`src/rtl/ula_pkg.sv`:
```
// Shared ULA datapath types and helpers.
package ula_pkg;

  localparam int unsigned UlaWidth = 4;

  typedef enum logic [1:0] {StIdle, StCalc, StFinish} div_state_e;

  // Bits needed to hold an iteration count of 0..width.
  function automatic int unsigned cnt_width(input int unsigned width);
    return $clog2(width + 1);
  endfunction

endpackage

```
`src/rtl/div_step.sv`:
```
// One restoring-division iteration: shift in a dividend bit, trial-subtract the divisor.
module div_step #(
  parameter int unsigned WIDTH = 4
) (
  input  logic [WIDTH-1:0] rem_i,
  input  logic             bit_i,
  input  logic [WIDTH-1:0] divisor_i,
  output logic [WIDTH-1:0] rem_o,
  output logic             quot_o
);

  logic [WIDTH-1:0] shifted;
  logic [WIDTH-1:0] sub_b;
  logic [WIDTH-1:0] diff;
  logic [WIDTH:0]   carry;

  assign shifted  = {rem_i[WIDTH-2:0], bit_i};
  assign sub_b    = ~divisor_i;
  assign carry[0] = 1'b1;

  // Ripple of full adders computing shifted + ~divisor + 1.
  for (genvar i = 0; i < WIDTH; i++) begin : g_fa
    assign diff[i]    = shifted[i] ^ sub_b[i] ^ carry[i];
    assign carry[i+1] = (shifted[i] & sub_b[i]) | (carry[i] & (shifted[i] ^ sub_b[i]));
  end

  // Top stage adds the shifted-out MSB to an all-ones divisor extension: carry = msb | carry.
  assign quot_o = rem_i[WIDTH-1] | carry[WIDTH];
  assign rem_o  = quot_o ? diff : shifted;

endmodule

```
`src/rtl/div4bit_seq.sv`:
```
// Sequential restoring divider: one quotient bit per clock, start/busy/done handshake.
module div4bit_seq
  import ula_pkg::*;
#(
  parameter int unsigned WIDTH = UlaWidth
) (
  input  logic             clk,
  input  logic             rst_n,
  input  logic             start,
  input  logic [WIDTH-1:0] A,
  input  logic [WIDTH-1:0] B,
  output logic             busy,
  output logic             done,
  output logic [WIDTH-1:0] Quotient,
  output logic [WIDTH-1:0] Remainder,
  output logic             DivZero
);

  localparam int unsigned    CntW        = cnt_width(WIDTH);
  localparam logic [WIDTH-1:0] DivZeroQuot = '1;

  div_state_e       state_q;
  logic [CntW-1:0]  cnt_q;
  logic [WIDTH-1:0] dividend_q;
  logic [WIDTH-1:0] divisor_q;
  logic [WIDTH-1:0] rem_q;
  logic [WIDTH-1:0] quot_q;
  logic [WIDTH-1:0] rem_out_q;
  logic             div_zero_q;
  logic             busy_q;
  logic             done_q;

  logic [WIDTH-1:0] step_rem;
  logic             step_quot;

  div_step #(
    .WIDTH(WIDTH)
  ) u_div_step (
    .rem_i    (rem_q),
    .bit_i    (dividend_q[WIDTH-1]),
    .divisor_i(divisor_q),
    .rem_o    (step_rem),
    .quot_o   (step_quot)
  );

  // The dividend register doubles as the quotient shift register.
  always_ff @(posedge clk or negedge rst_n) begin
    if (!rst_n) begin
      state_q    <= StIdle;
      cnt_q      <= '0;
      dividend_q <= '0;
      divisor_q  <= '0;
      rem_q      <= '0;
      quot_q     <= '0;
      rem_out_q  <= '0;
      div_zero_q <= 1'b0;
      busy_q     <= 1'b0;
      done_q     <= 1'b0;
    end else begin
      done_q <= 1'b0;
      unique case (state_q)
        StIdle, StFinish: begin
          state_q <= StIdle;
          busy_q  <= 1'b0;
          if (start) begin
            if (B != '0) begin
              dividend_q <= A;
              divisor_q  <= B;
              rem_q      <= '0;
              cnt_q      <= CntW'(WIDTH);
              busy_q     <= 1'b1;
              state_q    <= StCalc;
            end else begin
              quot_q     <= DivZeroQuot;
              rem_out_q  <= A;
              div_zero_q <= 1'b1;
              done_q     <= 1'b1;
              state_q    <= StFinish;
            end
          end
        end
        StCalc: begin
          rem_q      <= step_rem;
          dividend_q <= {dividend_q[WIDTH-2:0], step_quot};
          cnt_q      <= cnt_q - 1'b1;
          // Last iteration publishes results directly so done follows immediately.
          if (cnt_q == CntW'(1)) begin
            quot_q     <= {dividend_q[WIDTH-2:0], step_quot};
            rem_out_q  <= step_rem;
            div_zero_q <= 1'b0;
            done_q     <= 1'b1;
            busy_q     <= 1'b0;
            state_q    <= StFinish;
          end
        end
        default: state_q <= StIdle;
      endcase
    end
  end

  assign busy      = busy_q;
  assign done      = done_q;
  assign Quotient  = quot_q;
  assign Remainder = rem_out_q;
  assign DivZero   = div_zero_q;

endmodule
```
`config.mk`:
```
export PLATFORM = sky130hd
export DESIGN_NAME = div4bit_seq
export DESIGN_NICKNAME = d
export VERILOG_FILES = /design/src/rtl/ula_pkg.sv /design/src/rtl/div_step.sv /design/src/rtl/div4bit_seq.sv
export SDC_FILE = /design/constraint.sdc
export NUM_CORES = 1
export LEC_CHECK = 0
export ABC_AREA = 1
export CAP_MARGIN = 5
export CORE_MARGIN = 5
export CORE_UTILIZATION = 50
export DETAILED_ROUTE_END_ITERATION = 12
export GPL_ROUTABILITY_DRIVEN = 0
export PLACE_DENSITY = 0.77
export SLEW_MARGIN = 20
export SYNTH_ARGS = -nofsm -noshare
export SYNTH_HDL_FRONTEND = slang
export SYNTH_SLANG_ARGS = --single-unit
```
`constraint.sdc`:
```
create_clock -name clk -period 5.7 [get_ports clk]
set_input_delay 0.57 -clock clk [delete_from_list [all_inputs] [get_ports clk]]
set_output_delay 0.57 -clock clk [all_outputs]
set_load 0.03 [all_outputs]
```
After elaboration in Yosys (flattened, before gate mapping)
Index checks and enable logic that the tools add are counted.

Register bits: 28. Input port bits: 11. Output and inout port bits: 11. Logic and storage cells: 80.

Add/sub/neg operators: 1. Equal/unequal tests: 7. Muxes and demuxes: 33. Bitwise logic cells: 21. Reduce and logical (&&, ||, !) cells: 8.

Operators by type and width (number): $mux W4 (11); $pmux W4 S2 (4); $mux W1 (8); $ne A2 B2 Y1 const B (4); $and A1 B1 Y1 (7); $xor A1 B1 Y1 (7); $mux W2 (3); $mux W3 (2); $pmux W1 S2 (3); $pmux W3 S2 (1); $reduce_and A3 Y1 (2); $or A1 B1 Y1 (5); $not A4 Y4 (1); $pmux W2 S2 (1); $reduce_and A4 Y1 (1); $reduce_bool A4 Y1 (1); $eq A3 B1 Y1 const B (1); $sub A3 B1 Y3 const B (1); $eq A2 B1 Y1 const B (1); $eq A2 B2 Y1 const B (1); $logic_not A2 Y1 (1); $reduce_and A2 Y1 (1); $reduce_bool A2 Y1 (1); $reduce_or A2 Y1 (1); $not A1 Y1 (1).

Depth between registers and ports, before layout
Depth after elaboration: 13. Depth in mapped cells: 11. Mapped depth without buffers: 11.

Cells and area by module
Synthesis repeated with hierarchy kept, for this count alone.

Cells, all modules: 178. Area, all modules: 1531.5 um^2.

Modules (own cells, without submodules): div4bit_seq (instances 1, cells an instance 151, area each 1365.1 um^2, sequential area each 700.7 um^2); div_step (instances 1, cells an instance 27, area each 166.4 um^2, sequential area each 0.0 um^2).

Worst setup path before layout
OpenSTA, ideal clock, no wires.

Path type: register to register. From: reg divisor_q[0]. To: reg rem_out_q[3] (netlist: Remainder[3]). Setup time: 117 ps. Data arrival time: 2060 ps. Data required time: 5583 ps. Setup slack: 3522 ps. Stages on the path, launching flop included: 10. Path buffers: 0. Clock period less this slack: 2178 ps. Path through: dfrtp_1 > ha_1 > fa_1 > fa_1 > fa_1 > inv_1 > nand3_1 > nand3_1 > nand2_1 > nand2_1.

Cells in the longest elaborated chain, start to end: 13. Elaborated cells between the ends (all ways): 15. Classes of those cells: mux (3); bitwise (12).

Ends and longest elaborated chain: start: declaration (line div4bit_seq.sv:25) `logic [WIDTH-1:0] divisor_q;`; start signal: assignment (line div4bit_seq.sv:52) `divisor_q <= '0;`; start signal: assignment (line div4bit_seq.sv:68) `divisor_q <= B;`; $not A4 Y4 (*) (line div_step.sv:18) `assign sub_b = ~divisor_i;`; $and A1 B1 Y1 / $xor A1 B1 Y1 (equally long branches) (line div_step.sv:24) `assign carry[i+1] = (shifted[i] & sub_b[i]) | (carry[i] & (shifted[i] ^ sub_b[i]));`; $or A1 B1 Y1 (*) (line div_step.sv:24); $and A1 B1 Y1 (*) (line div_step.sv:24); $or A1 B1 Y1 (*) (line div_step.sv:24); $and A1 B1 Y1 (*) (line div_step.sv:24); $or A1 B1 Y1 (*) (line div_step.sv:24); $and A1 B1 Y1 (line div_step.sv:24); $or A1 B1 Y1 (line div_step.sv:24); $or A1 B1 Y1 (line div_step.sv:28) `assign quot_o = rem_i[WIDTH-1] | carry[WIDTH];`; $mux W4 (*) (line div_step.sv:29) `assign rem_o = quot_o ? diff : shifted;`; $mux W4 (*) (line div4bit_seq.sv:87) `if (cnt_q == CntW'(1)) begin`; $pmux W4 S2 (*) (line div4bit_seq.sv:61) `unique case (state_q)`; end signal: assignment (line div4bit_seq.sv:89) `rem_out_q <= step_rem;`; end: declaration (line div4bit_seq.sv:28) `logic [WIDTH-1:0] rem_out_q;`.

Every way passes the cells marked *; elsewhere a longest branch is shown, timed or not. The select of a mux whose other input is x is not followed. A chain may end at the register's enable or synchronous reset.

Worst setup path in the final report
From: reg dividend_q[3]. To: reg rem_out_q[1] (netlist: Remainder[1]).

Cells in the longest elaborated chain, start to end: 12. Elaborated cells between the ends (all ways): 14. Classes of those cells: mux (3); bitwise (11).

Ends and longest elaborated chain: start: declaration (line div4bit_seq.sv:24) `logic [WIDTH-1:0] dividend_q;`; start signal: assignment (line div4bit_seq.sv:84) `dividend_q <= {dividend_q[WIDTH-2:0], step_quot};`; $and A1 B1 Y1 / $xor A1 B1 Y1 (equally long branches) (line div_step.sv:24); $or A1 B1 Y1 (*) (line div_step.sv:24); $and A1 B1 Y1 (line div_step.sv:24); $or A1 B1 Y1 (line div_step.sv:24); $and A1 B1 Y1 (line div_step.sv:24); $or A1 B1 Y1 (line div_step.sv:24); $and A1 B1 Y1 (line div_step.sv:24); $or A1 B1 Y1 (line div_step.sv:24); $or A1 B1 Y1 (line div_step.sv:28); $mux W4 (*) (line div_step.sv:29); $mux W4 (*) (line div4bit_seq.sv:87); $pmux W4 S2 (*) (line div4bit_seq.sv:61).

Marked as above.

==> out/qor.yml <==
cts:
  cts_setup_buffers: 0
  clkTransAtPathRegs_ns: 0.15
  clockBufferDepth: 2
  cts_buffers: 3
  cts_hold_buffers: 0
  root_buffer: "clkbuf_4"
  cts_sinks: 28
  cts_resized: 0
  clkLatencyLatePin_ns: 0.33
  cts_tree: "yes"
  htree_levels: 1
layout:
  areaGrowthSynthToFinish_pct: 19.17
  antenna_cells: 0
  fill_cells: 219
  layout-drive-gt1-share_pct: 6.557
  utilization_pct: 61.46
  nets: 201
  stdcell_count: 214
  multiInputGateArea_um2: 610.6
  seq_area_um2: 700.7
place:
  io_buffer_count: 21
  post-dp-hpwl_mm: 2.126
  dp.cells: 210
detailed_routing:
  totalWireLength_mm: 2.957
  vias_per_cell: 5.435
  postRouteAntennaNets: 0
  vias: 1163
  drc: 0
  initialDrtViolationCount: 67
  first_pass_iters: 4
  routedWlPerCell_um: 13.82
worst_setup_path:
  cp_max_fo: 5
  critPathKind: "reg -> reg"
  reg2reg_depth: 10
  cp_cell_sequence: "inv_1, ha_1, fa_1, fa_1, fa_1, nand2_1, nand3_1, nand3_1, nand2_1, nand2_1"
  crit_buf_inv: 1
  critPathLaunch: "dividend_q[3]"
  cp_num_cells: 10
  slowest_stage: "fa_1"
  worstReg2RegStart: "dividend_q[3]"
  cp-start-kind: "register"
  crit_arrival_ns: 2.74
  timing.rr.end: "Remainder[1]"
  path_delay_family: "adder cells"
  crit_required_ns: 5.98
  worstSetupEndpointType: "register"
  critPathCapture: "Remainder[1]"
  critPathMaxStageDelay_ns: 0.41
  r2r_setup_slack_ns: 3.24
global_routing:
  grt_usage_pct: 15.97
  grt_pass1_wl_mm: 5.161
  grt_max_degree: 29
  grt_overflow_total: 0
  grt_pass1_vias: 1208
  antenna_found_initial: 0
hold_path:
  holdCritPathClass: "reg -> reg"
  whs_path_depth: 2
die:
  pin_count: 22
  die_w_um: 63.11
  die_y_um: 63.11
  core-area_um2: 2734
  die_area_um2: 3982
  start_util_pct: 51.58
  std_cell_rows: 19
synthesis:
  synth.top_cell.area_share_pct: 49.69
  syn-cell-area_um2: 1410
  seq_area_frac_synth_pct: 49.69
  syn_nets: 178
  synth_top_family_by_area: "simple AND/OR/NAND/NOR gates"
  synth-simple-area-share_pct: 34.07
  syn_area_per_cell_um2: 8.758
  synth-compound-area-share_pct: 2.307
  yosysUniqueCellTypes: 16
  synthAdderAreaFrac_pct: 6.921
  synth_top_cell_by_area: "dfrtp_1"
  synth_xor_area_share_pct: 0
  yosys_register_bits: 28
  yosys-top-cells-area: "dfrtp_1 (50%), nand2_1 (13%), nand3_1 (12%)"
  synth_cells: 161
  synthMuxAreaShare_pct: 0
  ys_warn_count: 0
pwr:
  p_per_area_nw_per_um2: 625.6
  leakage_uw: 0.0008594
  ir_drop_mv: 0.4078
  power.total_uw: 1051
job:
  cap_viol_max_count: 0
timing:
  hold_ws_ns: 0.5157
  final-setup-viol-count: 0
  report.final.slew_viol_count: 0
  finalCritPeriodShare_pct: 43.19
  worstMarginPinSlew_ns: 0.5815
  slew_headroom_pct: 61.14
  fin_crit_ns: 2.462
  hold_viol_final: 0
  tns_ns: 0
  rsz0062_at_grt: "no"
  skew_ns: 0.005628
  max_freq_ghz: 0.4062
run_status:
  outcome: "finished clean"
[kinds of logic after synthesis]
kind of cell | count (synthesis)
and+or+nand+nor | 101
buffers and inverters | 20
DFF | 28
AOI/OAI and AO/OA | 6
adders and majority gates | 6
[worst register-to-register path, stage by stage, from the launching register on]
cell and delay (ns):
dfrtp_1 0.40, inv_1 0.08, ha_1 0.20, fa_1 0.39, fa_1 0.41, fa_1 0.39, nand2_1 0.17, nand3_1 0.13
nand3_1 0.12, nand2_1 0.06, nand2_1 0.06
[cells in the mapped netlist]
master    count
o21ai_0       4
nand2_1      47
nor2_1       12
nor2_4        2
o21ai_1       1
nand3_2       1
nand2_4       3
buf_2         1
buf_6         3
o211ai_1      1
dfrtp_1      28
inv_1        16
fa_1          3
nand3_1      35
ha_1          3
nand3_4       1
[metrics by stage]
| stage | setup slack, ns | instance area, um^2 |
|---|---|---|
| floorplan | 3.522 | 1410 |
| detailed placement | 3.304 | 1628 |
| CTS | 3.262 | 1680 |
| global placement | 3.411 | 1628 |
| finish | 3.238 | 1680 |
| global route | 3.113 | 1680 |
[placed cells by master, fill, tap and decap left out]
master / instances
fa_1: 3
nand3_4: 1
clkbuf_4: 3
buf_4: 1
clkdlybuf4s50_1: 21
o21ai_0: 4
nand3_2: 1
o211ai_1: 1
nor2_1: 12
dfrtp_1: 28
nor2_4: 2
ha_1: 3
nand2_4: 3
bufinv_16: 1
nand2_1: 47
inv_1: 16
o21ai_1: 1
nand3_1: 35
[sequential cells by signal, indices dropped and copies added (netlist names)]
register and flops:
dividend_q 4, Quotient 4, state_q 2, DivZero 1, cnt_q 3, rem_q 4
busy 1, done 1, Remainder 4, divisor_q 4
[worst min-delay path by stage]
stage,start,end,slack [ns]
2_1_floorplan,rst_n,DivZero,0.27
3_3_place_gp,cnt_q[2],cnt_q[2],0.46
3_5_place_dp,divisor_q[0],divisor_q[0],0.47
4_1_cts,divisor_q[0],divisor_q[0],0.51
5_1_grt,divisor_q[0],divisor_q[0],0.53
6_report,Quotient[3],Quotient[3],0.52
[metal layers]
metal	track usage [%]	share of wire, %
met5	0	0
met1	19.47	41
met2	27.69	49
met4	6.897	2.6
met3	2.487	6.9
[power by group]
| part | internal, uW | total, uW | switching [uW] |
|---|---|---|---|
| clock | 71.2 | 129 | 58.0 |
| sequential | 293 | 358 | 65.2 |
| combinational | 214 | 564 | 349 |
| total | 579 | 1050 | 473 |
[layout make-up]
cell class              count  area share, %
clock buffers               3          1.340
clock inverters             1          1.787
inverters                  16          3.574
multi-input cells         113          36.34
flip-flops and latches     28          41.70
well taps                  31          2.308
repair buffers             22          12.96
No activity file was read; power rests on OpenSTA's default activity.
